`config.mk`:
```
export PLATFORM = sky130hd
export DESIGN_NAME = program_counter_escalonador_flat
export DESIGN_NICKNAME = d
export VERILOG_FILES = /design/src/rtl/program_counter_escalonador_if.sv /design/src/rtl/program_counter_escalonador.sv /design/src/flat_wrapper.sv
export SDC_FILE = /design/constraint.sdc
export NUM_CORES = 1
export LEC_CHECK = 0
export CAP_MARGIN = 20
export CORE_MARGIN = 4
export CORE_UTILIZATION = 65
export DETAILED_ROUTE_END_ITERATION = 10
export DONT_BUFFER_PORTS = 1
export PLACE_DENSITY = 0.81
export SLEW_MARGIN = 0
export SYNTH_ARGS = -nofsm -noshare
export SYNTH_HDL_FRONTEND = slang
export SYNTH_SLANG_ARGS = --single-unit
export TNS_END_PERCENT = 50
```
`constraint.sdc`:
```
create_clock -name clock -period 8.1 [get_ports clock]
set_clock_uncertainty 0.2 [all_clocks]
set_input_delay 1.215 -clock clock [delete_from_list [all_inputs] [get_ports clock]]
set_output_delay 1.215 -clock clock [all_outputs]
set_load 0.05 [all_outputs]
```
`src/rtl/program_counter_escalonador_if.sv`:
```
// Fetch-side bundle of the preemptive PC: datapath/OS controls in (master drives),
// PC, slice and scheduler status out (slave drives).
interface program_counter_escalonador_if #(
  parameter int PC_WIDTH      = 32,
  parameter int NUM_PROC      = 4,
  parameter int QUANTUM_WIDTH = 5
);
  localparam int ID_W = ($clog2(NUM_PROC) > 1) ? $clog2(NUM_PROC) : 1;

  logic [PC_WIDTH-1:0]      pc_in;
  logic                     stall;
  logic                     modo_preemptivo;
  logic [QUANTUM_WIDTH-1:0] quantum;
  logic                     halt;
  logic                     despacha;
  logic [ID_W-1:0]          proc_sel;
  logic                     ctx_we;
  logic [ID_W-1:0]          ctx_id;
  logic [PC_WIDTH-1:0]      ctx_pc;

  logic [PC_WIDTH-1:0]      pc;
  logic [PC_WIDTH-1:0]      pc_mais_1;
  logic [QUANTUM_WIDTH-1:0] cont_preempcao;
  logic                     flag_faz_preempcao;
  logic                     motivo_halt;
  logic                     em_usuario;
  logic [ID_W-1:0]          proc_ativo;
  logic [NUM_PROC-1:0]      proc_vivo;
  logic [ID_W-1:0]          proximo_proc;
  logic                     nenhum_vivo;

  modport master (
    output pc_in, stall, modo_preemptivo, quantum, halt, despacha, proc_sel,
           ctx_we, ctx_id, ctx_pc,
    input  pc, pc_mais_1, cont_preempcao, flag_faz_preempcao, motivo_halt,
           em_usuario, proc_ativo, proc_vivo, proximo_proc, nenhum_vivo
  );

  modport slave (
    input  pc_in, stall, modo_preemptivo, quantum, halt, despacha, proc_sel,
           ctx_we, ctx_id, ctx_pc,
    output pc, pc_mais_1, cont_preempcao, flag_faz_preempcao, motivo_halt,
           em_usuario, proc_ativo, proc_vivo, proximo_proc, nenhum_vivo
  );
endinterface

```
`src/rtl/program_counter_escalonador.sv`:
```
// Program counter with a round-robin preemption scheduler: keeps NUM_PROC saved user
// PCs and forces entry to the OS vector on quantum expiry or process halt.
module program_counter_escalonador #(
  parameter int                  PC_WIDTH      = 32,
  parameter int                  NUM_PROC      = 4,
  parameter int                  QUANTUM_WIDTH = 5,
  parameter logic [PC_WIDTH-1:0] SO_VECTOR     = PC_WIDTH'(3),
  parameter logic [PC_WIDTH-1:0] RESET_PC      = '0
) (
  input logic                          clock,
  input logic                          reset_geral,
  program_counter_escalonador_if.slave bus
);
  localparam int ID_W = ($clog2(NUM_PROC) > 1) ? $clog2(NUM_PROC) : 1;

  typedef enum logic {SO, USUARIO} state_t;

  state_t                   state_q, state_d;
  logic [PC_WIDTH-1:0]      pc_q, pc_d;
  logic [PC_WIDTH-1:0]      ctx_q [NUM_PROC];
  logic [PC_WIDTH-1:0]      ctx_d [NUM_PROC];
  logic [QUANTUM_WIDTH-1:0] cont_q, cont_d;
  logic                     flag_q, flag_d;
  logic                     motivo_q, motivo_d;
  logic [ID_W-1:0]          ativo_q, ativo_d;
  logic [NUM_PROC-1:0]      vivo_q, vivo_d;
  logic [QUANTUM_WIDTH:0]   cont_inc;
  logic                     quantum_expirou;
  logic                     sel_valido;
  logic                     id_valido;
  logic [ID_W-1:0]          proximo;
  logic [ID_W-1:0]          cand;
  logic                     achou;

  // One extra bit so cont+1 never wraps before being compared with quantum.
  assign cont_inc        = {1'b0, cont_q} + (QUANTUM_WIDTH+1)'(1);
  assign quantum_expirou = bus.modo_preemptivo && (bus.quantum != '0) &&
                           (cont_inc >= {1'b0, bus.quantum});
  assign sel_valido      = int'(bus.proc_sel) < NUM_PROC;
  assign id_valido       = int'(bus.ctx_id) < NUM_PROC;

  always_comb begin
    state_d  = state_q;
    pc_d     = pc_q;
    cont_d   = cont_q;
    flag_d   = 1'b0;
    motivo_d = 1'b0;
    ativo_d  = ativo_q;
    vivo_d   = vivo_q;
    ctx_d    = ctx_q;
    if (bus.ctx_we && id_valido) begin
      ctx_d[bus.ctx_id] = bus.ctx_pc;
    end
    if (!bus.stall) begin
      unique case (state_q)
        SO: begin
          if (bus.despacha && sel_valido && vivo_q[bus.proc_sel]) begin
            pc_d    = ctx_q[bus.proc_sel];
            ativo_d = bus.proc_sel;
            cont_d  = '0;
            state_d = USUARIO;
          end else begin
            pc_d = bus.pc_in;
          end
        end
        USUARIO: begin
          if (bus.halt) begin
            vivo_d[ativo_q] = 1'b0;
            pc_d     = SO_VECTOR;
            flag_d   = 1'b1;
            motivo_d = 1'b1;
            cont_d   = '0;
            state_d  = SO;
          end else if (quantum_expirou) begin
            // Placed after the ctx_we write so the preemption save wins a collision.
            ctx_d[ativo_q] = bus.pc_in;
            pc_d     = SO_VECTOR;
            flag_d   = 1'b1;
            cont_d   = '0;
            state_d  = SO;
          end else begin
            pc_d   = bus.pc_in;
            cont_d = bus.modo_preemptivo ? cont_inc[QUANTUM_WIDTH-1:0] : '0;
          end
        end
        default: ;
      endcase
    end
    // Applied last so a context write revives a process halting in the same cycle.
    if (bus.ctx_we && id_valido) begin
      vivo_d[bus.ctx_id] = 1'b1;
    end
  end

  always_ff @(posedge clock or posedge reset_geral) begin
    if (reset_geral) begin
      state_q  <= SO;
      pc_q     <= RESET_PC;
      cont_q   <= '0;
      flag_q   <= 1'b0;
      motivo_q <= 1'b0;
      ativo_q  <= '0;
      vivo_q   <= '0;
      for (int i = 0; i < NUM_PROC; i++) begin
        ctx_q[i] <= '0;
      end
    end else begin
      state_q  <= state_d;
      pc_q     <= pc_d;
      cont_q   <= cont_d;
      flag_q   <= flag_d;
      motivo_q <= motivo_d;
      ativo_q  <= ativo_d;
      vivo_q   <= vivo_d;
      ctx_q    <= ctx_d;
    end
  end

  // Round-robin search starting just after the active process, ending on it.
  always_comb begin
    proximo = ativo_q;
    achou   = 1'b0;
    cand    = '0;
    for (int i = 1; i <= NUM_PROC; i++) begin
      cand = ID_W'((int'(ativo_q) + i) % NUM_PROC);
      if (!achou && vivo_q[cand]) begin
        proximo = cand;
        achou   = 1'b1;
      end
    end
  end

  assign bus.pc                 = pc_q;
  assign bus.pc_mais_1          = pc_q + PC_WIDTH'(1);
  assign bus.cont_preempcao     = cont_q;
  assign bus.flag_faz_preempcao = flag_q;
  assign bus.motivo_halt        = motivo_q;
  assign bus.em_usuario         = (state_q == USUARIO);
  assign bus.proc_ativo         = ativo_q;
  assign bus.proc_vivo          = vivo_q;
  assign bus.proximo_proc       = proximo;
  assign bus.nenhum_vivo        = (vivo_q == '0);
endmodule

```
`src/flat_wrapper.sv`:
```
// flat-port wrapper written by rule: the top's interface ports become plain ports
module program_counter_escalonador_flat 
#(
  parameter int                  PC_WIDTH      = 32,
  parameter int                  NUM_PROC      = 4,
  parameter int                  QUANTUM_WIDTH = 5,
  parameter logic [PC_WIDTH-1:0] SO_VECTOR     = PC_WIDTH'(3),
  parameter logic [PC_WIDTH-1:0] RESET_PC      = '0
)
  (clock, reset_geral, bus_pc_in, bus_stall, bus_modo_preemptivo, bus_quantum, bus_halt, bus_despacha, bus_proc_sel, bus_ctx_we, bus_ctx_id, bus_ctx_pc, bus_pc, bus_pc_mais_1, bus_cont_preempcao, bus_flag_faz_preempcao, bus_motivo_halt, bus_em_usuario, bus_proc_ativo, bus_proc_vivo, bus_proximo_proc, bus_nenhum_vivo);
  program_counter_escalonador_if #(.PC_WIDTH(PC_WIDTH), .NUM_PROC(NUM_PROC), .QUANTUM_WIDTH(QUANTUM_WIDTH)) bus_i ();
  input logic clock;
  input logic reset_geral;
  input wire logic [$bits(bus_i.pc_in)-1:0] bus_pc_in;
  input wire logic [$bits(bus_i.stall)-1:0] bus_stall;
  input wire logic [$bits(bus_i.modo_preemptivo)-1:0] bus_modo_preemptivo;
  input wire logic [$bits(bus_i.quantum)-1:0] bus_quantum;
  input wire logic [$bits(bus_i.halt)-1:0] bus_halt;
  input wire logic [$bits(bus_i.despacha)-1:0] bus_despacha;
  input wire logic [$bits(bus_i.proc_sel)-1:0] bus_proc_sel;
  input wire logic [$bits(bus_i.ctx_we)-1:0] bus_ctx_we;
  input wire logic [$bits(bus_i.ctx_id)-1:0] bus_ctx_id;
  input wire logic [$bits(bus_i.ctx_pc)-1:0] bus_ctx_pc;
  output wire logic [$bits(bus_i.pc)-1:0] bus_pc;
  output wire logic [$bits(bus_i.pc_mais_1)-1:0] bus_pc_mais_1;
  output wire logic [$bits(bus_i.cont_preempcao)-1:0] bus_cont_preempcao;
  output wire logic [$bits(bus_i.flag_faz_preempcao)-1:0] bus_flag_faz_preempcao;
  output wire logic [$bits(bus_i.motivo_halt)-1:0] bus_motivo_halt;
  output wire logic [$bits(bus_i.em_usuario)-1:0] bus_em_usuario;
  output wire logic [$bits(bus_i.proc_ativo)-1:0] bus_proc_ativo;
  output wire logic [$bits(bus_i.proc_vivo)-1:0] bus_proc_vivo;
  output wire logic [$bits(bus_i.proximo_proc)-1:0] bus_proximo_proc;
  output wire logic [$bits(bus_i.nenhum_vivo)-1:0] bus_nenhum_vivo;
  assign bus_i.pc_in = bus_pc_in;
  assign bus_i.stall = bus_stall;
  assign bus_i.modo_preemptivo = bus_modo_preemptivo;
  assign bus_i.quantum = bus_quantum;
  assign bus_i.halt = bus_halt;
  assign bus_i.despacha = bus_despacha;
  assign bus_i.proc_sel = bus_proc_sel;
  assign bus_i.ctx_we = bus_ctx_we;
  assign bus_i.ctx_id = bus_ctx_id;
  assign bus_i.ctx_pc = bus_ctx_pc;
  assign bus_pc = bus_i.pc;
  assign bus_pc_mais_1 = bus_i.pc_mais_1;
  assign bus_cont_preempcao = bus_i.cont_preempcao;
  assign bus_flag_faz_preempcao = bus_i.flag_faz_preempcao;
  assign bus_motivo_halt = bus_i.motivo_halt;
  assign bus_em_usuario = bus_i.em_usuario;
  assign bus_proc_ativo = bus_i.proc_ativo;
  assign bus_proc_vivo = bus_i.proc_vivo;
  assign bus_proximo_proc = bus_i.proximo_proc;
  assign bus_nenhum_vivo = bus_i.nenhum_vivo;
  program_counter_escalonador #(.PC_WIDTH(PC_WIDTH), .NUM_PROC(NUM_PROC), .QUANTUM_WIDTH(QUANTUM_WIDTH), .SO_VECTOR(SO_VECTOR), .RESET_PC(RESET_PC)) u_core (.clock(clock), .reset_geral(reset_geral), .bus(bus_i));
endmodule
```
* After elaboration in Yosys (flattened, before gate mapping)
Index checks and enable logic that the tools add are counted.
** Storage, ports and cells
- Flip-flop bits (word level) :: 174
- Bits of input ports :: 80
- Logic and storage cells :: 117
** Operators by class
- Bitwise logic cells :: 8
- Add/subtract/negate cells :: 6
- Eq/ne operators :: 1
- Reduce and logical (&&, ||, !) cells :: 17
- Muxes and demuxes :: 59
- Order comparisons :: 15
** Operator list (number)
- $mux 128 :: 5
- $bwmux 128 :: 2
- $mux 32 :: 7
- $demux 32 s2 :: 2
- $bmux 32 s2 :: 1
- $pmux 32 s2 :: 1
- $add 32x1->32 const B :: 1
- $lt 2x3->1 const B :: 7
- $mux 1 :: 20
- $mux 5 :: 4
- $mux 4 :: 4
- $bmux 1 s2 :: 5
- $logic_and 1x1->1 :: 10
- $pmux 5 s2 :: 1
- $ge 3x3->1 const B :: 3
- $not 2->3 :: 3
- $mux 2 :: 4
- $add 5x1->6 const B :: 1
- $ge 6x5->1 :: 1
- $lt 3x1->1 const B :: 2
- $reduce_bool 5->1 :: 1
- $add 2x1->2 const B :: 2
- $add 2x2->2 const B :: 2
- $and 4x4->4 :: 1
- other kinds (11) :: 16

* Depth between registers and ports, before layout
Gate-level depths: netlist (run 1).
- Depth in word-level cells :: 13
- Mapped depth :: 10
- Depth with buffers taken out :: 9

* Worst setup path before layout (run 1)
No wires, ideal clock.
- Path kind :: register to output
- From :: register u_core.ativo_q[0], in the netlist u_core.bus.proc_ativo[0]
- To :: output port bus_proximo_proc[1]
- Buffers on the path :: 1
- Stages on the path, launching flop included :: 8
- Arrival time :: 2889 ps
- Slack :: 3796 ps
- Required time :: 6685 ps
- Cell sequence :: dfrtp_1 buf_2 inv_1 ha_1 mux4_2 o22ai_1 nor2b_1 o21ai_0
** Between the ends
- Longest elaborated chain between the ends :: 13
** RTL lines
- start: declaration :: RTL line program_counter_escalonador.sv:25 : logic [ID_W-1:0] ativo_q, ativo_d;
- start signal: assignment :: RTL line program_counter_escalonador.sv:113 : ativo_q <= ativo_d;
- $add 2x1->2 :: RTL line program_counter_escalonador.sv:125 : cand = ID_W'((int'(ativo_q) + i) % NUM_PROC);
- $bmux 1 s2 :: RTL line program_counter_escalonador.sv:126 : if (!achou && vivo_q[cand]) begin
- $mux 1 (implied by the code) :: RTL line program_counter_escalonador.sv:126
- $mux 1 :: RTL line program_counter_escalonador.sv:126
- $logic_not 1->1 :: RTL line program_counter_escalonador.sv:126
- $logic_and 1x1->1 :: RTL line program_counter_escalonador.sv:126
- $mux 1 :: RTL line program_counter_escalonador.sv:126
- $logic_not 1->1 :: RTL line program_counter_escalonador.sv:126
- $logic_and 1x1->1 :: RTL line program_counter_escalonador.sv:126
- $mux 1 :: RTL line program_counter_escalonador.sv:126
- $logic_not 1->1 :: RTL line program_counter_escalonador.sv:126
- $logic_and 1x1->1 :: RTL line program_counter_escalonador.sv:126
- $mux 2 (*) :: RTL line program_counter_escalonador.sv:126
- end: declaration :: RTL line flat_wrapper.sv:32 : output wire logic [$bits(bus_i.proximo_proc)-1:0] bus_proximo_proc;
Mark *: on every way between the ends. The rest lies on a longest branch, timed or not. The select of a mux whose other input is x is not followed.

* Worst setup path after layout (run 1)
- From :: register u_core.pc_q[2], in the netlist u_core.bus.pc[2]
- To :: output port bus_pc_mais_1[29]
** Between the ends
- Longest elaborated chain between the ends :: 1
** RTL lines
- start: declaration :: RTL line program_counter_escalonador.sv:19 : logic [PC_WIDTH-1:0] pc_q, pc_d;
- start signal: assignment :: RTL line program_counter_escalonador.sv:109 : pc_q <= pc_d;
- $add 32x1->32 :: RTL line program_counter_escalonador.sv:134 : assign bus.pc_mais_1 = pc_q + PC_WIDTH'(1);
- end: declaration :: RTL line flat_wrapper.sv:25 : output wire logic [$bits(bus_i.pc_mais_1)-1:0] bus_pc_mais_1;
Every way passes these cells.

==> results.json, run 1 <==
{
  "hold_violations": 0,
  "hp-class": "in -> async",
  "final_nets": 885,
  "die_area_mm2": 0.0177,
  "yosys_warnings": 0,
  "routedWlPerCell_um": 26.1,
  "synth_area_mm2": 0.0102,
  "synth_adder_area_share_pct": 1.35,
  "rows": 45,
  "grtUsageTotal_pct": 30.6,
  "ios": 161,
  "final_common_cell": "mux2_2",
  "chipWidth_um": 133,
  "syn-num-nets": 901,
  "synthCells": 810,
  "routed_via_density": 6.86,
  "io_buffers": 0,
  "cts_root_buffer": "clkbuf_16",
  "p_total_mw": 3.29,
  "end_kind": "output pin",
  "synth-compound-area-share_pct": 6.29,
  "antenna_found_initial": 0,
  "grtUsageMet1_pct": 38.7,
  "post-cts-setup-buffers": 0,
  "first_pass_iters": 5,
  "finalSetupViolCount": 0,
  "critPathSlowestCell": "xnor2_1",
  "ys.flop_type": "dfrtp_1",
  "crit_fanout": 7,
  "grt_overflow": 0,
  "maxSlewViolCount": 0,
  "cts.sinks": 174,
  "routabilityCongestion": 0.846,
  "dp_cells": 985,
  "fin_cells": 1017,
  "syn_avg_cell_area_um2": 12.6,
  "area_growth_pct": 7.54,
  "ys_ff_latch": 174,
  "grt_pass1_vias": 7537,
  "ant_nets": 0,
  "cts_tree": "done",
  "synth_top_area_share_pct": 42.7,
  "status": "completed",
  "rsz0062_at_grt": "false",
  "grt_use_met3_pct": 8.01,
  "antenna_cells": 0,
  "layout_common_cells": "202 x mux2_2, 174 x dfrtp_1, 55 x mux2_1, 45 x nand3_1, 34 x mux4_2",
  "grt_max_degree": 116,
  "powerDensity_mw_per_mm2": 300,
  "fillerInstances": 995,
  "tightest_slew_ps": 1170,
  "cts_buffers": 17,
  "vias": 6972,
  "core_area_mm2": 0.0153,
  "p_leak_nw": 4.49,
  "synth_top_family_by_area": "multiplexers",
  "fin_tns_setup_ps": 0,
  "cp.arrival_ps": 3870,
  "insertion_delay_ps": 440,
  "synth_area_leaders": "dfrtp_1 43%, mux2_2 22%, mux4_2 7.5%",
  "synthMuxAreaShare_pct": 36.4,
  "synth_xor_area_share_pct": 2.75,
  "remaining_drc_errors": 0,
  "max_cap_viol_count": 0,
  "ir_worst_vdd_mv": 0.180,
  "cts-hold-fix-buffers": 0,
  "placed_area_mm2": 0.0104,
  "synth_edf_count": 0,
  "synthSimpleGateAreaFrac_pct": 6.99,
  "clk_pin_slew_ps": 70,
  "synth_top_cell_by_area": "dfrtp_1",
  "drtIter0Drc": 563,
  "startpoint_type": "register",
  "crit_path_max_incr_delay_ps": 860,
  "reg2reg_depth": 5,
  "required_ps": 6680,
  "min_period_ps": 5280,
  "grt_pass1_wl_um": 41900,
  "max-slew-margin-rel_pct": 21.3,
  "die_height_um": 133,
  "synth-seq-area-share_pct": 42.7,
  "cts_resized": 0,
  "synth_cell_types": 50,
  "async_flop_share_pct": 100,
  "path_cells": "nand3_1 -> nor2_1 -> nand4_1 -> nand2b_1 -> xnor2_1",
  "fmax_ghz": 0.189,
  "period_share_pct": 65.2,
  "drt_wl_total_um": 26600,
  "critPathKind": "reg -> out",
  "use_met2_pct": 50.5,
  "drive_gt1_share_pct": 36.8,
  "start_util_pct": 66.8,
  "cts_buffer_depth": 2,
  "fin_area_mm2": 0.0110,
  "top_usage_layer": "met2",
  "cts.htree.levels": 4,
  "dp_hpwl_um": 16200
}
## cell usage after synthesis, types with 2 or more instances
cell type,n
ha_1,11
buf_6,4
a21oi_1,3
mux2_2,202
o21ai_0,29
a21o_1,5
a32o_1,4
buf_2,13
o211ai_2,4
nand2_1,27
inv_1,21
o21ai_1,9
nand3_1,46
a22oi_1,30
buf_4,9
mux2_1,55
nand3b_1,2
xor2_1,10
o22ai_1,3
dfrtp_1,174
nand2b_1,4
nor3b_2,3
nor2_1,15
and3_1,5
xnor2_1,22
nor3_1,5
mux4_2,34
and4_1,2
nor4_1,5
mux2i_1,5
and2_1,2
nand4_1,5
clkbuf_1,24
o32a_1,2
## metal layers
| layer | vias to the layer above | wire length (um) |
|---|---|---|
| li1 | 2991 | - |
| met1 | 3583 | 10100 |
| met2 | 341 | 13500 |
| met3 | 57 | 2280 |
| met4 | 0 | 680 |
| met5 | - | 0 |
## logic make-up after synthesis
kind of cell / after synthesis
adders and majority gates: 11
xor gates and xnor gates: 32
AOI/OAI and AO/OA: 94
DFF: 174
and+or+nand+nor: 130
muxes: 296
buffers and inverters: 73
## state kept, by name, summed over array words and instances, names as in the netlist
name / flops
u_core.bus.flag_faz_preempcao: 1
u_core.bus.proc_vivo: 4
u_core.bus.proc_ativo: 2
u_core.bus.em_usuario: 1
u_core.bus.cont_preempcao: 5
u_core.ctx_q: 128
u_core.bus.motivo_halt: 1
u_core.bus.pc: 32
## cell type report
class | count | area [um2] | area share, %
multi-input combinational | 563 | 5540 | 50.6
inverter | 22 | 87.6 | 0.799
sequential | 174 | 4350 | 39.7
clock inverter | 5 | 81.3 | 0.742
clock buffer | 26 | 489 | 4.46
timing repair buffer | 16 | 140 | 1.28
tap | 211 | 264 | 2.41
## path summary, 6_finish.rpt
kind	from	endpoint	slack, ps
max	u_core.bus.pc[2]$_DFFE_PP0N_	bus_pc_mais_1[29]	2820
min	reset_geral	u_core.bus.cont_preempcao[1]$_DFFE_PP0P_	420
max reg2reg	u_core.bus.proc_vivo[2]$_DFF_PP0_	u_core.bus.pc[8]$_DFFE_PP0N_	4300
min reg2reg	u_core.ctx_q[93]$_DFF_PP0_	u_core.ctx_q[93]$_DFF_PP0_	420
max in group asynchronous	reset_geral	u_core.ctx_q[0]$_DFF_PP0_	6170
min in group clock	u_core.ctx_q[93]$_DFF_PP0_	u_core.ctx_q[93]$_DFF_PP0_	420
## per-stage QoR
| step | utilization (%) | setup slack, ps | hold slack (ps) |
|---|---|---|---|
| floorplan | - | 1970 | 381 |
| global placement | 67.8 | 3430 | 386 |
| detailed placement | 67.9 | 3320 | 404 |
| CTS | 71.6 | 2850 | 418 |
| global route | 71.8 | 2800 | 434 |
| finish | 71.8 | 2820 | 417 |
## where the power goes
part	switching [mW]	internal (mW)	total [mW]
Sequential	0.456	1.06	1.52
Clock	0.331	0.477	0.809
Combinational	0.566	0.400	0.966
Total	1.35	1.94	3.29
## critical path: cells and delay by family, from the launching register on
kind             cells  cell delay [ps]
AND/OR/NAND/NOR      4             1790
XOR/XNOR             1              860
flip-flops           1              770
No activity file was read; power rests on OpenSTA's default activity.
==> inputs of run 2 (changes only) <==
Settings changed: CORE_UTILIZATION 65 to 58, PLACE_DENSITY 0.81 to 0.76.
Clock period 8.1 ns to 4.39 ns, I/O delays scaled along.
==> results.json, run 2 (synthesis gave the netlist of run 1 again) <==
{
  "period_share_pct": 89.2,
  "cts.htree.levels": 4,
  "maxSlewViolCount": 0,
  "p_sw_mw": 2.55,
  "required_ps": 3530,
  "core_area_mm2": 0.0172,
  "seq_power_share_pct": 42.7,
  "finalWorstSetupSlack_ps": 474,
  "ir_worst_vdd_mv": 0.722,
  "p_int_mw": 3.81,
  "final_nets": 924,
  "cts_buffers": 17,
  "final_common_cell": "mux2_2",
  "largest_register_ffs": 128,
  "grt_pass1_wl_um": 43600,
  "io_buffers": 0,
  "max_cap_viol_count": 0,
  "fmax_ghz": 0.255,
  "antenna_found_initial": 0,
  "comb_power_share_pct": 32.3,
  "ant_nets": 0,
  "min_from": "bus_pc_in[21]",
  "cp.arrival_ps": 3060,
  "first_pass_iters": 5,
  "cts_root_buffer": "clkbuf_16",
  "cts_resized": 0,
  "routed_via_density": 6.66,
  "rows": 48,
  "grt_overflow": 0,
  "holdPathStages": 1,
  "remaining_drc_errors": 0,
  "drive_gt1_share_pct": 40.0,
  "cts.sinks": 174,
  "ios": 161,
  "die_area_mm2": 0.0198,
  "r2r-end": "u_core.ctx_q[127]$_DFF_PP0_",
  "grtUsageTotal_pct": 28.5,
  "p_sw_share_pct": 40.1,
  "layout_common_cells": "202 x mux2_2, 174 x dfrtp_1, 55 x mux2_1, 52 x buf_4, 45 x nand3_1",
  "reg2reg_depth": 9,
  "p_total_mw": 6.36,
  "dp_hpwl_um": 17600,
  "fin_tns_setup_ps": 0,
  "critPathKind": "reg -> out",
  "tightest_slew_ps": 1140,
  "cts_tree": "done",
  "cts-hold-fix-buffers": 1,
  "reg2reg_slack_ps": 790,
  "finalSetupViolCount": 0,
  "clk_pin_slew_ps": 70,
  "largest-register": "u_core.ctx_q",
  "max-slew-margin-rel_pct": 23.6,
  "routedWlPerCell_um": 26.0,
  "p_leak_nw": 4.70,
  "crit_fanout": 7,
  "routabilityCongestion": 0.917,
  "hold_ws_ps": 157,
  "grt_max_degree": 88,
  "hold_end": "u_core.ctx_q[117]$_DFF_PP0_",
  "r2r_start": "u_core.bus.cont_preempcao[0]$_DFFE_PP0P_",
  "startpoint_type": "register",
  "drtIter0Drc": 492,
  "insertion_delay_ps": 430,
  "drt_wl_total_um": 27800,
  "hp-class": "in -> reg",
  "grt_pass1_vias": 7767,
  "min_period_ps": 3920,
  "end_kind": "output pin",
  "hold_violations": 0,
  "clock_power_share_pct": 25.1,
  "area_growth_pct": 11.1,
  "vias": 7140,
  "die_height_um": 141,
  "powerDensity_mw_per_mm2": 562,
  "start_util_pct": 59.1,
  "utilization_pct": 65.7,
  "status": "completed",
  "rsz0062_at_grt": "false",
  "dp_slack_ps": 837,
  "cts_buffer_depth": 2,
  "chipWidth_um": 141,
  "post-cts-setup-buffers": 0
}
[run 2: cell types whose count changed in the layout (fill, tap and decap cells not counted), sizes merged]
cell	previous run	this run
diode	0	1
clkbuf	26	22
clkinv	2	4
clkinvlp	1	3
dlygate4sd3	0	1
buf	16	54
bufinv	2	4
inv	22	21
[run 2: critical path: stages (launching register included)]
cell and delay [ps]:
dfrtp_1 780, nand4_1 400, nor3_1 360, nand4_1 390, nand2b_1 320, xnor2_1 150, buf_4 230
[run 2: through the flow]
step	std cells	area [um2]
2_1_floorplan	810	10200
6_report	1072	11300
3_5_place_dp	1038	10700
4_1_cts	1071	11300
3_3_place_gp	1037	10700
5_1_grt	1071	11300
[run 2: cell type report]
class                      instances  area, um2
inverter                          22       86.3
tap                              225        282
fill                            1268       5910
clock inverter                    10        163
antenna                            1       2.50
timing repair buffer              55        440
sequential                       174       4350
clock buffer                      22        454
multi-input combinational        563       5540
[run 2: power by group through the flow]
stage / Combinational, mW / Sequential, mW / Clock, mW
2_1_floorplan: 1.57 / 2.66 / 0
3_3_place_gp: 1.96 / 2.69 / 0
3_5_place_dp: 2.04 / 2.74 / 0
4_1_cts: 2.05 / 2.71 / 1.61
5_1_grt: 2.19 / 2.76 / 1.68
6_report: 2.05 / 2.72 / 1.59
[run 2: how the worst max path moves through the flow]
stage | slack (ps) | from | cells past startpoint | to
floorplan | 640 | u_core.bus.proc_ativo[0]$_DFFE_PP0P_ | 7 | bus_proximo_proc[1]
global placement | 950 | u_core.bus.cont_preempcao[0]$_DFFE_PP0P_ | 9 | u_core.ctx_q[75]$_DFF_PP0_
detailed placement | 840 | u_core.bus.cont_preempcao[0]$_DFFE_PP0P_ | 9 | u_core.ctx_q[73]$_DFF_PP0_
CTS | 520 | u_core.bus.pc[15]$_DFFE_PP0N_ | 6 | bus_pc_mais_1[29]
global route | 330 | u_core.bus.pc[15]$_DFFE_PP0N_ | 6 | bus_pc_mais_1[29]
finish | 470 | u_core.bus.pc[15]$_DFFE_PP0N_ | 6 | bus_pc_mais_1[29]
[run 2: routing by layer]
| layer | track usage, % | up-vias | share of wire (%) |
|---|---|---|---|
| li1 | - | 3077 | - |
| met3 | 6.76 | 54 | 8.1 |
| met5 | 0 | - | 0 |
| met2 | 48.9 | 321 | 51 |
| met4 | 10.2 | 0 | 2.4 |
| met1 | 35.4 | 3688 | 39 |
==> inputs of run 3 (changes only) <==
Settings changed: ABC_AREA from default to 1, CAP_MARGIN 20 to default, CORE_UTILIZATION 58 to 59, PLACE_DENSITY 0.76 to 0.78.
==> results.json, run 3 <==
{
  "utilization_pct": 63.7,
  "p_total_mw": 6.04,
  "cts_root_buffer": "clkbuf_16",
  "cp.arrival_ps": 2820,
  "max-slew-margin-rel_pct": 31.5,
  "p_sw_mw": 2.58,
  "synthMuxAreaShare_pct": 0,
  "startpoint_type": "register",
  "syn-num-nets": 1726,
  "routabilityCongestion": 0.973,
  "area_growth_pct": 5.68,
  "rsz0062_at_grt": "false",
  "ant_nets": 0,
  "cts_buffer_depth": 2,
  "synth-compound-area-share_pct": 16.9,
  "synthSimpleGateAreaFrac_pct": 31.0,
  "synth-seq-area-share_pct": 38.4,
  "grt_overflow": 0,
  "fmax_ghz": 0.272,
  "p_leak_nw": 6.18,
  "max_cap_viol_count": 0,
  "fillerInstances": 1678,
  "async_flop_share_pct": 100,
  "cts_resized": 0,
  "core_area_mm2": 0.0188,
  "remaining_drc_errors": 0,
  "synthMostInstantiatedCell": "nand2_1",
  "synth_cell_types": 38,
  "crit_fanout": 5,
  "die_height_um": 147,
  "powerDensity_mw_per_mm2": 503,
  "antenna_cells": 0,
  "placed_area_mm2": 0.0114,
  "dp_slack_ps": 952,
  "ys_ff_latch": 174,
  "syn_avg_cell_area_um2": 6.94,
  "comb_power_share_pct": 32.6,
  "insertion_delay_ps": 440,
  "largest-register": "u_core.ctx_q",
  "ys.flop_type": "dfrtp_1",
  "yosys_warnings": 0,
  "p_sw_share_pct": 42.7,
  "status": "completed",
  "die_area_mm2": 0.0215,
  "routed_via_density": 5.77,
  "dp_hpwl_um": 20400,
  "chipWidth_um": 147,
  "rows": 50,
  "seq_area_mm2": 0.00436,
  "largest_register_ffs": 128,
  "grt_max_degree": 144,
  "synth_area_mm2": 0.0113,
  "grt_pass1_vias": 9953,
  "first_pass_iters": 6,
  "critPathKind": "reg -> out",
  "antenna_found_initial": 0,
  "path_cells": "inv_1 -> nor3_2 -> nand2_1 -> nor3_1 -> xor2_1 -> buf_4",
  "synth_edf_count": 0,
  "ir_worst_vdd_mv": 0.283,
  "period_share_pct": 83.7,
  "synth_area_leaders": "dfrtp_1 38%, nand2_1 21%, o21ai_0 8.9%",
  "ios": 161,
  "routedWlPerCell_um": 17.4,
  "p_int_mw": 3.46,
  "fin_tns_setup_ps": 0,
  "cts.htree.levels": 4,
  "hp-class": "in -> async",
  "final_common_cell": "nand2_1",
  "synth_top_family_by_area": "simple AND/OR/NAND/NOR gates",
  "critPathSlowestCell": "dfrtp_1",
  "synthCells": 1635,
  "tightest_slew_ps": 1020,
  "finalSetupViolCount": 0,
  "cts-hold-fix-buffers": 0,
  "end_kind": "output pin",
  "synth_common_cells": "625 x nand2_1, 202 x o21ai_0, 174 x dfrtp_1, 114 x inv_1, 97 x nor2_1",
  "drt_wl_total_um": 32500,
  "synth_top_area_share_pct": 38.4,
  "clk_pin_slew_ps": 70,
  "start_util_pct": 60.3,
  "seq_power_share_pct": 41.1,
  "fin_area_mm2": 0.0120,
  "drive_gt1_share_pct": 9.63,
  "grtUsageTotal_pct": 29.8,
  "required_ps": 3530,
  "synth_adder_area_share_pct": 1.21,
  "layout_common_cells": "625 x nand2_1, 201 x o21ai_0, 173 x dfrtp_1, 113 x inv_1, 97 x nor2_1",
  "grt_pass1_wl_um": 52100,
  "post-cts-setup-buffers": 0,
  "drtIter0Drc": 1352,
  "synth_top_cell_by_area": "dfrtp_1",
  "clock_power_share_pct": 26.2,
  "cts_buffers": 17,
  "crit_path_max_incr_delay_ps": 730,
  "cts_tree": "done",
  "synth_xor_area_share_pct": 2.47,
  "multi_input_area_mm2": 0.00589,
  "vias": 10800,
  "hold_violations": 0,
  "crit_family": "simple AND/OR/NAND/NOR gates",
  "min_period_ps": 3670,
  "final_nets": 1687,
  "maxSlewViolCount": 0,
  "io_buffers": 0,
  "finalWorstSetupSlack_ps": 716,
  "cts.sinks": 174,
  "worst-path-buf-inv": 2
}
-- run 3: cell count changes in the layout (fill, tap and decap cells not counted), moves of 13 or more --
cell / before / now
xor2_1: 10 / 23
nand4_1: 5 / 41
o21ai_2: 1 / 41
o21ai_1: 10 / 92
mux4_2: 34 / 0
inv_1: 20 / 113
mux2_2: 202 / 0
xnor2_1: 22 / 9
nand2_1: 27 / 625
a22oi_1: 30 / 1
nor2_1: 14 / 97
mux2_1: 55 / 0
o21ai_0: 28 / 201
-- run 3: final timing paths --
path | start | end | slack [ps] | cells after the start
max | u_core.bus.pc[0]$_DFFE_PP0N_ | bus_pc_mais_1[23] | 720 | 6
min | reset_geral | u_core.bus.cont_preempcao[2]$_DFFE_PP0P_ | 20 | 2
max reg2reg | u_core.bus.cont_preempcao[2]$_DFFE_PP0P_ | u_core.ctx_q[28]$_DFF_PP0_ | 840 | 15
min reg2reg | u_core.bus.cont_preempcao[0]$_DFFE_PP0P_ | u_core.bus.cont_preempcao[0]$_DFFE_PP0P_ | 320 | 2
max in group asynchronous | reset_geral | u_core.ctx_q[59]$_DFF_PP0_ | 3230 | 2
min in group clock | bus_stall | u_core.bus.pc[2]$_DFFE_PP0N_ | 130 | 2
-- run 3: per-layer routing --
metal  track usage [%]  part of all wire [%]  vias up
li1                  -                     -     5183
met1              40.4                    41     4874
met2              46.0                    45      633
met3              7.90                    11       85
met4              11.0                   2.6        0
met5                 0                     0        -
-- run 3: metrics by stage --
stage / cells / hold slack (ps)
6_report: 1869 / 23.0
5_1_grt: 1869 / 65.3
4_1_cts: 1869 / 34.7
2_1_floorplan: 1635 / 351
3_3_place_gp: 1837 / 305
3_5_place_dp: 1837 / 315
-- run 3: worst reg2reg max path: cells and delay by family (launching register included) --
kind                       cells  cell delay [ps]
DFF                            1              730
and+or+nand+nor               10             1720
AOI/OAI and AO/OA              1              100
adders and majority gates      1              290
buffers and inverters          2              180
xor gates and xnor gates       1              220
-- run 3: logic make-up (layout without fill, tap and decap cells) --
family,Yosys count,in the layout
AO/OA/AOI/OAI,347,347
XOR/XNOR,32,32
adder cells (fa/ha/maj),11,11
buffers and inverters,223,197
flip-flops,174,174
AND/OR/NAND/NOR,848,848
-- run 3: power groups by stage --
stage / sequential, mW / clock, mW / combinational, mW
finish: 2.48 / 1.58 / 1.97
global route: 2.51 / 1.66 / 2.19
CTS: 2.47 / 1.58 / 1.95
detailed placement: 2.50 / 0 / 1.94
global placement: 2.49 / 0 / 1.89
floorplan: 2.46 / 0 / 1.52
-- run 3: layout make-up --
cell class / count / area share (%)
repair buffers: 46 / 2.98
inverters: 119 / 3.80
flip-flops and latches: 174 / 36.3
clock buffers: 23 / 3.99
clock inverters: 9 / 1.13
multi-input cells: 1238 / 49.1
well taps: 260 / 2.71
==> edit, RTL diff (config.mk and constraints of run 1) <==
`QUANTUM_WIDTH` is set to 5 in 3 places; all go to 10.
--- a/src/rtl/program_counter_escalonador_if.sv
+++ b/src/rtl/program_counter_escalonador_if.sv
@@ -3,7 +3,7 @@
 interface program_counter_escalonador_if #(
   parameter int PC_WIDTH      = 32,
   parameter int NUM_PROC      = 4,
-  parameter int QUANTUM_WIDTH = 5
+  parameter int QUANTUM_WIDTH = 10
 );
   localparam int ID_W = ($clog2(NUM_PROC) > 1) ? $clog2(NUM_PROC) : 1;
 
--- a/src/rtl/program_counter_escalonador.sv
+++ b/src/rtl/program_counter_escalonador.sv
@@ -3,7 +3,7 @@
 module program_counter_escalonador #(
   parameter int                  PC_WIDTH      = 32,
   parameter int                  NUM_PROC      = 4,
-  parameter int                  QUANTUM_WIDTH = 5,
+  parameter int                  QUANTUM_WIDTH = 10,
   parameter logic [PC_WIDTH-1:0] SO_VECTOR     = PC_WIDTH'(3),
   parameter logic [PC_WIDTH-1:0] RESET_PC      = '0
 ) (
--- a/src/flat_wrapper.sv
+++ b/src/flat_wrapper.sv
@@ -3,7 +3,7 @@
 #(
   parameter int                  PC_WIDTH      = 32,
   parameter int                  NUM_PROC      = 4,
-  parameter int                  QUANTUM_WIDTH = 5,
+  parameter int                  QUANTUM_WIDTH = 10,
   parameter logic [PC_WIDTH-1:0] SO_VECTOR     = PC_WIDTH'(3),
   parameter logic [PC_WIDTH-1:0] RESET_PC      = '0
 )
Interface: changed (resized bus_cont_preempcao and bus_quantum); port bits go from 161 to 171. No check against the original RTL was run, so the function may have changed too.
==> edit against run 1 <==
Maximum frequency rose by 7.3%; synthesized area is 4.9% higher; cell area grew 3.5%; clock power fell by 8.8%; highest routed layer unchanged; critical path type unchanged; setup slack improved by 360 ps; die area up 4.6%; sequential cell count grew 5; routed wire length down 0.11%; total power is 0.99% lower; count of clock-buffer cells in the layout is 6 lower.
==> edit: results <==
set metrics [dict create \
    dp_hpwl_um 16800 \
    fin_nets 905 \
    buffers 10 \
    drt-total-wl_um 26500 \
    ys_top_cells_by_count "194 x mux2_2, 179 x dfrtp_1, 47 x mux2_4, 40 x nand2_1, 34 x mux4_2" \
    hp-class "flop to flop" \
    grt_pass1_wl_um 41300 \
    synth_nets 921 \
    dr_wl_met3_um 2100 \
    wire_per_inst_um 25.7 \
    vias 7005 \
    worstPathMaxFanout 8 \
    ys_seq_area_share_pct 41.9 \
    relSlewSlack_pct 19.7 \
    grt_max_degree 93 \
    synth_area_leaders "dfrtp_1 42%, mux2_2 20%, mux4_2 7.2%, mux2_4 6.6%, a22o_1 2.7%" \
    grt_usage_pct 29.2 \
    p_sw_mw 1.36 \
    p_leak_nw 5.20 \
    synth_cell_types 53 \
    layout.nonclk_buf_share_pct 0.839 \
    vdd_drop_max_uv 164 \
    clock-sinks 179 \
    met1_length_um 10700 \
    met2_usage_pct 49.0 \
    grt_pass1_vias 7669 \
    status "complete, no violations" \
    multi_input_gates 574 \
    final-clk-cell-share_pct 4.51 \
]
## edit: cell count changes after synthesis, moves of 13 or more
cell	before	now
a21o_1	5	31
a22oi_1	30	0
a22o_1	1	33
mux2i_1	5	20
mux2_4	0	47
nand3_1	46	11
mux2_1	55	0
nand2_1	27	40
o21ai_0	29	13
## edit: worst paths after layout
path                                                          start                                  endpoint  slack [ps]  cells after the start
max                                   u_core.bus.pc[11]$_DFFE_PP0N_                         bus_pc_mais_1[30]        3180                      6
min                                       u_core.ctx_q[1]$_DFF_PP0_                 u_core.ctx_q[1]$_DFF_PP0_         400                      2
max reg2reg                u_core.bus.cont_preempcao[2]$_DFFE_PP0P_                u_core.ctx_q[47]$_DFF_PP0_        3620                     12
min reg2reg                               u_core.ctx_q[1]$_DFF_PP0_                 u_core.ctx_q[1]$_DFF_PP0_         400                      2
max in group asynchronous                               reset_geral                u_core.ctx_q[60]$_DFF_PP0_        5840                      3
min in group asynchronous                               reset_geral  u_core.bus.cont_preempcao[9]$_DFFE_PP0P_         610                      1
## edit: power by group through the flow
stage                     combinational, mW  clock [mW]  sequential, mW
after floorplan                       0.858           0            1.49
after global placement                0.929           0            1.54
after detailed placement              0.964           0            1.56
after CTS                             0.971       0.745            1.55
after global routing                   1.03       0.779            1.57
final                                 0.970       0.738            1.55
## edit: per-stage QoR
stage / setup slack, ps / utilization [%] / hold slack [ps] / instance area, um2
3_5_place_dp: 3670 / 67.5 / 378 / 10800
5_1_grt: 3010 / 70.9 / 442 / 11300
6_report: 3180 / 70.9 / 395 / 11300
4_1_cts: 3180 / 70.7 / 393 / 11300
3_3_place_gp: 3750 / 67.5 / 346 / 10800
2_1_floorplan: 1830 / - / 329 / 10700
